[src/rtl/wb_stage_pkg.sv]
// Shared definitions for the writeback stage: control bus layout, WD_SEL/LD_TYPE codes
// and the load-data extender.
package wb_stage_pkg;

  localparam int NREG = 32;
  localparam int AW   = 5;

  localparam int CTL_A3_LSB  = 0;
  localparam int CTL_A3_MSB  = 4;
  localparam int CTL_WDS_LSB = 5;
  localparam int CTL_WDS_MSB = 7;
  localparam int CTL_LDT_LSB = 8;
  localparam int CTL_LDT_MSB = 10;
  localparam int CTL_REG_WE  = 11;

  typedef enum logic [2:0] {
    WD_SEL_AO   = 3'd0,
    WD_SEL_DR   = 3'd1,
    WD_SEL_PC8  = 3'd2,
    WD_SEL_HILO = 3'd3
  } wd_sel_e;

  typedef enum logic [2:0] {
    LD_TYPE_LW  = 3'd0,
    LD_TYPE_LB  = 3'd1,
    LD_TYPE_LBU = 3'd2,
    LD_TYPE_LH  = 3'd3,
    LD_TYPE_LHU = 3'd4
  } ld_type_e;

  // Codes outside the enum (5..7) fall through to LW.
  function automatic logic [31:0] ld_ext(input logic [2:0] ld_type,
                                         input logic [1:0] off,
                                         input logic [31:0] dr);
    logic [7:0]  b;
    logic [15:0] h;
    b = dr[{off, 3'b000} +: 8];
    h = off[1] ? dr[31:16] : dr[15:0];
    case (ld_type)
      LD_TYPE_LB:  ld_ext = {{24{b[7]}}, b};
      LD_TYPE_LBU: ld_ext = {24'd0, b};
      LD_TYPE_LH:  ld_ext = {{16{h[15]}}, h};
      LD_TYPE_LHU: ld_ext = {16'd0, h};
      default:     ld_ext = dr;
    endcase
  endfunction

endpackage

[src/rtl/wb_stage_grf.sv]
// General register file: sync reset/write, two combinational read ports with W->D bypass.
// Optional write trace enabled by `GRF_DISPLAY_EN.
module wb_stage_grf
  import wb_stage_pkg::*;
#(
  parameter int DW = 32
) (
  input  logic          clk,
  input  logic          reset,
  input  logic          i_we,
  input  logic [AW-1:0] i_a3,
  input  logic [DW-1:0] i_wd,
  input  logic [31:0]   i_pc,
  input  logic [AW-1:0] i_ra1,
  input  logic [AW-1:0] i_ra2,
  output logic [DW-1:0] o_rd1,
  output logic [DW-1:0] o_rd2
);

  logic [NREG-1:0][DW-1:0] r_regs;

  // Reset takes priority over a write landing on the same edge.
  always_ff @(posedge clk) begin
    if (reset) begin
      for (int i = 0; i < NREG; i++) r_regs[i] <= '0;
    end else if (i_we && i_a3 != '0) begin
      r_regs[i_a3] <= i_wd;
    end
  end

  function automatic logic [DW-1:0] rd_port(input logic [AW-1:0] a);
    if (a == '0)                 rd_port = '0;
    else if (i_we && a == i_a3)  rd_port = i_wd;
    else                         rd_port = r_regs[a];
  endfunction

  assign o_rd1 = rd_port(i_ra1);
  assign o_rd2 = rd_port(i_ra2);

`ifdef GRF_DISPLAY_EN
  always_ff @(posedge clk) begin
    if (!reset && i_we && i_a3 != '0)
      $display("@%h: $%d <= %h", i_pc, i_a3, i_wd);
  end
`else
  logic w_unused_pc;
  assign w_unused_pc = &{1'b0, i_pc};
`endif

endmodule

[src/rtl/wb_stage.sv]
// MIPS writeback stage: load extender, write-back data mux and GRF with W->D bypass.
// Define GRF_DISPLAY_EN to print the course-format register write trace.
module wb_stage
  import wb_stage_pkg::*;
#(
  parameter int DW = 32
) (
  input  logic          clk,
  input  logic          reset,
  input  logic [31:0]   ir_W,
  input  logic [31:0]   pc_W,
  input  logic [DW-1:0] ao_W,
  input  logic [DW-1:0] dr_W,
  input  logic [DW-1:0] hilo_W,
  input  logic [31:0]   control_W,
  input  logic [AW-1:0] rs_addr_D,
  input  logic [AW-1:0] rt_addr_D,
  output logic [DW-1:0] rs_data_D,
  output logic [DW-1:0] rt_data_D,
  output logic          we_W,
  output logic [AW-1:0] a3_W,
  output logic [DW-1:0] wd_W
);

  logic [AW-1:0] w_a3;
  logic [2:0]    w_wd_sel;
  logic [2:0]    w_ld_type;
  logic          w_reg_we;
  logic [DW-1:0] w_ld_data;

  assign w_a3      = control_W[CTL_A3_MSB:CTL_A3_LSB];
  assign w_wd_sel  = control_W[CTL_WDS_MSB:CTL_WDS_LSB];
  assign w_ld_type = control_W[CTL_LDT_MSB:CTL_LDT_LSB];
  assign w_reg_we  = control_W[CTL_REG_WE];

  assign w_ld_data = ld_ext(w_ld_type, ao_W[1:0], dr_W);

  always_comb begin
    wd_W = ao_W;
    case (w_wd_sel)
      WD_SEL_DR:   wd_W = w_ld_data;
      WD_SEL_PC8:  wd_W = pc_W + 32'd8;
      WD_SEL_HILO: wd_W = hilo_W;
      default:     wd_W = ao_W;
    endcase
  end

  assign we_W = w_reg_we && (w_a3 != '0);
  assign a3_W = w_a3;

  logic w_unused;
  assign w_unused = &{1'b0, ir_W, control_W[31:12]};

  wb_stage_grf #(.DW(DW)) u_grf (
    .clk   (clk),
    .reset (reset),
    .i_we  (we_W),
    .i_a3  (a3_W),
    .i_wd  (wd_W),
    .i_pc  (pc_W),
    .i_ra1 (rs_addr_D),
    .i_ra2 (rt_addr_D),
    .o_rd1 (rs_data_D),
    .o_rd2 (rt_data_D)
  );

endmodule
[config.mk]
export PLATFORM = sky130hd
export DESIGN_NAME = wb_stage
export DESIGN_NICKNAME = d
export VERILOG_FILES = /design/src/rtl/wb_stage_pkg.sv /design/src/rtl/wb_stage_grf.sv /design/src/rtl/wb_stage.sv
export SDC_FILE = /design/constraint.sdc
export NUM_CORES = 2
export LEC_CHECK = 0
export CAP_MARGIN = 20
export CORE_MARGIN = 2
export CORE_UTILIZATION = 40
export DETAILED_ROUTE_END_ITERATION = 7
export HOLD_SLACK_MARGIN = 0.08
export PLACE_DENSITY = 0.58
export SLEW_MARGIN = 20
export SYNTH_ARGS = -nofsm -noshare
export SYNTH_HDL_FRONTEND = slang
export SYNTH_SLANG_ARGS = --single-unit
export TNS_END_PERCENT = 50
[constraint.sdc]
create_clock -name clk -period 3.9 [get_ports clk]
set_input_delay 0.585 -clock clk [delete_from_list [all_inputs] [get_ports clk]]
set_output_delay 0.585 -clock clk [all_outputs]
set_load 0.05 [all_outputs]
# Word level (Yosys, flattened, before mapping)
# Cells that the tools add are included.
dict set report classes {
  eq_ne 9
  add_sub_neg 1
  n_lt_le_gt_ge 4
  n_mux 14
  shifts 1
  n_reduce_logical 8
}
# op n
set op_table {}
lappend op_table {{$bwmux 1024} 1}
lappend op_table {{$bmux 32 s5} 2}
lappend op_table {{$mux 32} 7}
lappend op_table {{$demux 32 s5} 1}
lappend op_table {{$pmux 32 s4} 1}
lappend op_table {{$pmux 32 s3} 1}
lappend op_table {{$add 32x4->32 const B} 1}
lappend op_table {{$shiftx 32x6->8} 1}
lappend op_table {{$lt 5x6->1 const B} 3}
lappend op_table {{$mux 16} 1}
lappend op_table {{$eq 3x2->1 const B} 4}
lappend op_table {{$eq 5x5->1} 2}
lappend op_table {{$logic_not 5->1} 2}
lappend op_table {{$eq 3x1->1 const B} 2}
lappend op_table {{$ge 5x1->1 const B} 1}
lappend op_table {{$logic_and 1x1->1} 5}
lappend op_table {{$reduce_bool 5->1} 1}
lappend op_table {{$eq 3x3->1 const B} 1}
dict set report word_totals {
  register_bits 1024
  inputBits 204
  elab_cells 69
}

# Longest topological paths before layout
dict set report logic_depth {
  word_depth 5
  mapped_depth 12
  depth_no_buf 7
}

# Hierarchy
# Synthesis repeated with hierarchy kept, for this count alone.
dict set report unflattened {
  hier_cells 6378
  hier_area_um2 54422.2
}
# module cells_each area_per_inst_um2 n_inst
set modules_own_cells {}
lappend modules_own_cells {wb_stage_grf 6022 52105.0 1}
lappend modules_own_cells {wb_stage 356 2317.2 1}

# Least setup slack after synthesis
# OpenSTA, ideal clock, no wires.
dict set report synth_timing {
  path_type {input to output}
  startpoint {input control_W[2]}
  endpoint {output rs_data_D[16]}
  path_stages 8
  path_slack_ns -1.782
  arrival_time_ns 5.097
  path_buffers 3
  path_cell_list {clkbuf_1 > nor3_1 > a21boi_1 > and4_1 > clkbuf_1 > clkbuf_1 > nor3_1 > a2111oi_0}
}
dict set report synth_via {
  elab_chain_cells 5
  elab_cells_between_ends 6
  cone_classes {1 x eq/ne; 2 x mux; 3 x reduce/logical}
}
# item line
set synth_rtl {}
lappend synth_rtl {{from (decl)} wb_stage.sv:15} ;# input logic [31:0] control_W,
lappend synth_rtl {{$reduce_bool 5->1} wb_stage.sv:48} ;# assign we_W = w_reg_we && (w_a3 != '0);
lappend synth_rtl {{$logic_and 1x1->1} wb_stage.sv:48}
lappend synth_rtl {{via we_W} wb_stage.sv:20} ;# output logic we_W,
lappend synth_rtl {{$logic_and 1x1->1} wb_stage_grf.sv:33} ;# else if (i_we && a == i_a3) rd_port = i_wd;
lappend synth_rtl {{$mux 32} wb_stage_grf.sv:33}
lappend synth_rtl {{$mux 32} wb_stage_grf.sv:32} ;# if (a == '0) rd_port = '0;
lappend synth_rtl {{to (decl)} wb_stage.sv:18} ;# output logic [DW-1:0] rs_data_D,
# The timed path passes the listed nets, and every way through them passes these cells.

# Worst setup path after layout
dict set report layout_timing {
  startpoint {input rt_addr_D[1]}
  endpoint {output rt_data_D[17]}
}
dict set report layout_via {
  elab_chain_cells 4
  elab_cells_between_ends 7
  cone_classes {1 x eq/ne; 4 x mux; 2 x reduce/logical}
}
# item line
set layout_rtl {}
lappend layout_rtl {{from (decl)} wb_stage.sv:17} ;# input logic [AW-1:0] rt_addr_D,
lappend layout_rtl {{$bmux 32 s5 / $eq 5x5->1 (equally long branches)} {wb_stage_grf.sv:34, wb_stage_grf.sv:33}}
lappend layout_rtl {{$mux 32 (not written as such) / $logic_and 1x1->1 (equally long branches)} {wb_stage_grf.sv:34, wb_stage_grf.sv:33}}
lappend layout_rtl {{$mux 32} wb_stage_grf.sv:33}
lappend layout_rtl {{$mux 32 (*)} wb_stage_grf.sv:32}
lappend layout_rtl {{to (decl)} wb_stage.sv:19} ;# output logic [DW-1:0] rt_data_D,
# Every way passes the cells marked *; elsewhere a longest branch is shown, timed or not. The select of a mux whose other input is x is not followed.

==> results.json <==
{
  "critPathCaptureType": "output port",
  "grt_overflow": 0,
  "antenna_left": 0,
  "yosysWarningCount": 0,
  "max_slew_margin": 0.102,
  "mostFrequentLayoutCells": "dfxtp_1, nor2_1, mux4_2",
  "layout-drive-gt1-share": 0.264,
  "nets": 5926,
  "cts_buffer_depth": 3,
  "dr.pass1.iters": 5,
  "p_switching_mw": 6.92,
  "synth_fp_nets": 5672,
  "ys_types": 78,
  "synth-main-ff-cell": "dfxtp_1",
  "power_frac_seq": 0.418,
  "startpoint_type": "input port",
  "grt_max_degree": 214,
  "p_clk_frac": 0.434,
  "drt_iter0_drc": 7311,
  "stdcell_area_um2": 66700,
  "port_buffers": 253,
  "cts_made_buffers": 111,
  "clk_pin_slew_worst_paths_ps": 60,
  "grt_pass1_vias": 45300,
  "reg_top3": "u_grf.r_regs (1024)",
  "hold_viol": 0,
  "synth_edf_count": 0,
  "drc": 0,
  "largest_register": "u_grf.r_regs",
  "grtUsageTotal": 0.312,
  "maxSlewViolCount": 0,
  "area_growth_pct": 23.7,
  "ys_async_sr_fraction": 0,
  "vias": 48600,
  "cp_cell_sequence": "buf_8 -> buf_4 -> a211oi_1 -> a2111oi_0 -> nor4_1 -> nor3_2 -> buf_12",
  "dp_hpwl_um": 151000,
  "core_area_um2": 134000,
  "sw_frac_of_total": 0.272,
  "cp_top_family": "compound AO/OA/AOI/OAI gates",
  "ys_seq_area_frac": 0.380,
  "outcome": "finished with violations",
  "cap_violations": 0,
  "rows": 134,
  "fillers": 12000,
  "finalWirelength_um": 220000,
  "share_comb_of_total_power": 0.147,
  "fin_crit_sh": 1.05,
  "max-vdd-ir-drop_mv": 0.364,
  "root_buffer": "clkbuf_16",
  "rsz0062_at_grt": "yes",
  "critPathArrivalTime_ps": 3500,
  "avgViaCountPerCell": 6.41,
  "p_int_mw": 18.5,
  "grt_antenna_before_repair": 10,
  "violations": "setup timing",
  "clkLatencyLatePin_ps": 700,
  "min_path_type": "in -> reg",
  "skew_ps": 0,
  "postSynthAreaPerCell_um2": 9.86,
  "fin_ws_ps": -187,
  "powerDensity_nw_per_um2": 382,
  "critical_path_class": "in -> out",
  "htreeDepth": 3,
  "place_area_um2": 62500,
  "fin_crit_ps": 4090,
  "synthCells": 5467,
  "clock.fmax_mhz": 245,
  "cts_tree": "built",
  "netlist_area_um2": 53900,
  "routedWlPerCell_um": 29.0,
  "die-width_um": 371,
  "final_common_cell": "dfxtp_1",
  "dieArea_um2": 138000,
  "grt_pass1_wl_um": 318000,
  "tightest_slew_ps": 1310,
  "report.final.setup_viol": 5,
  "required_ps": 3310,
  "cts.sinks": 1024,
  "cp_slowest_cell": "a2111oi_0",
  "tns_ps": -252,
  "cp_max_fo": 41,
  "critPathBufInv": 3,
  "r2r_setup_slack_ps": 3100,
  "io_pins": 306,
  "initial_utilization": 0.403,
  "gp_congestion": 0.974,
  "crit_path_max_incr_delay_ps": 1100,
  "leakage_nw": 22.1,
  "largest_reg_flops": 1024,
  "die_h_um": 371,
  "ys_ff_latch": 1024
}
[final cells by class]
class,instances,area [um^2],area share
multi-input cells,3772,31600,0.474
inverters,33,131,0.00197
clock buffers,167,3360,0.0504
diodes,5,12.5,0.000188
well taps,1768,2210,0.0332
clock inverters,32,449,0.00674
repair buffers,779,8420,0.126
flip-flops and latches,1024,20500,0.308
[final timing paths]
| check | from | end | cells after the start |
|---|---|---|---|
| setup / recovery | rt_addr_D[1] | rt_data_D[17] | 7 |
| hold / removal | reset | u_grf.r_regs[19]$_SDFFE_PP0P_ | 2 |
| setup reg to reg | u_grf.r_regs[67]$_SDFFE_PP0P_ | u_grf.r_regs[67]$_SDFFE_PP0P_ | 2 |
| hold reg to reg | u_grf.r_regs[838]$_SDFFE_PP0P_ | u_grf.r_regs[838]$_SDFFE_PP0P_ | 2 |
[cell families after synthesis]
| group | synth area share |
|---|---|
| mux | 0.258 |
| flops | 0.380 |
| simple gates | 0.134 |
| fa+ha+maj | 0.000232 |
| compound gates | 0.169 |
| buf+inv | 0.0537 |
| xor+xnor | 0.00406 |
[cell usage after synthesis (4+ instances only)]
cell type,instances,area [um^2]
nand2_1,465,1750
nor2_1,702,2640
a221oi_1,10,87.6
o211ai_1,8,60.1
xor2_1,11,96.3
dfxtp_1,1024,20500
buf_1,26,97.6
or2_2,10,62.6
nand4_1,10,62.6
mux4_2,534,12000
nor4b_1,6,52.6
nand2b_1,9,56.3
o221ai_1,11,96.3
and4_1,5,43.8
xnor2_1,14,123
a21o_1,5,37.5
o21ai_0,305,1530
o32ai_1,4,35.0
nor4_1,15,93.8
and3_1,8,50.1
clkbuf_1,442,1660
or4_1,4,30.0
nor2b_1,66,413
inv_1,31,116
a31oi_1,12,75.1
and2_1,8,50.1
nor3_1,58,290
buf_2,119,596
a22oi_1,18,135
a211oi_1,449,3370
buf_4,42,315
mux2i_1,176,1760
buf_6,9,101
nand3_1,284,1420
mux2_2,11,124
o22ai_1,66,413
a311oi_1,200,1750
a21oi_1,204,1020
a2111oi_0,12,105
o21ai_1,4,20.0
or3_1,10,62.6
[metal layers]
layer	vias to the layer above	track usage	wire, um
met4	4	0.140	10600
met2	2759	0.463	96300
met5	-	0	26
li1	21200	-	-
met3	453	0.0592	22500
met1	24200	0.440	90500
[metrics by stage]
stage | hold slack (ps) | utilization | std cells | setup slack [ps] | power, mW
after floorplan | 439 | - | 5467 | -146 | 12.8
after global placement | 448 | 0.467 | 7372 | -208 | 14.5
after detailed placement | 456 | 0.467 | 7372 | -193 | 14.5
after CTS | 350 | 0.497 | 7572 | -0.341 | 25.4
after global routing | 374 | 0.499 | 7580 | -84.0 | 26.1
final | 331 | 0.499 | 7580 | -187 | 25.5
[power by group through the flow]
stage,clock [mW],combinational (mW),sequential (mW)
after floorplan,0,1.91,10.9
after detailed placement,0,3.64,10.9
final,11.1,3.75,10.7
after CTS,11.1,3.65,10.6
after global routing,11.6,3.87,10.7
after global placement,0,3.63,10.9
[timing repair]
item                                    in CTS  in global routing
hold buffers                                 0                  0
endpoints found under the setup margin      25                 55
pin swaps                                    3                 10
setup buffers                                1                  3
resized for setup                           16                 50
(Power assumes the default switching activity.)
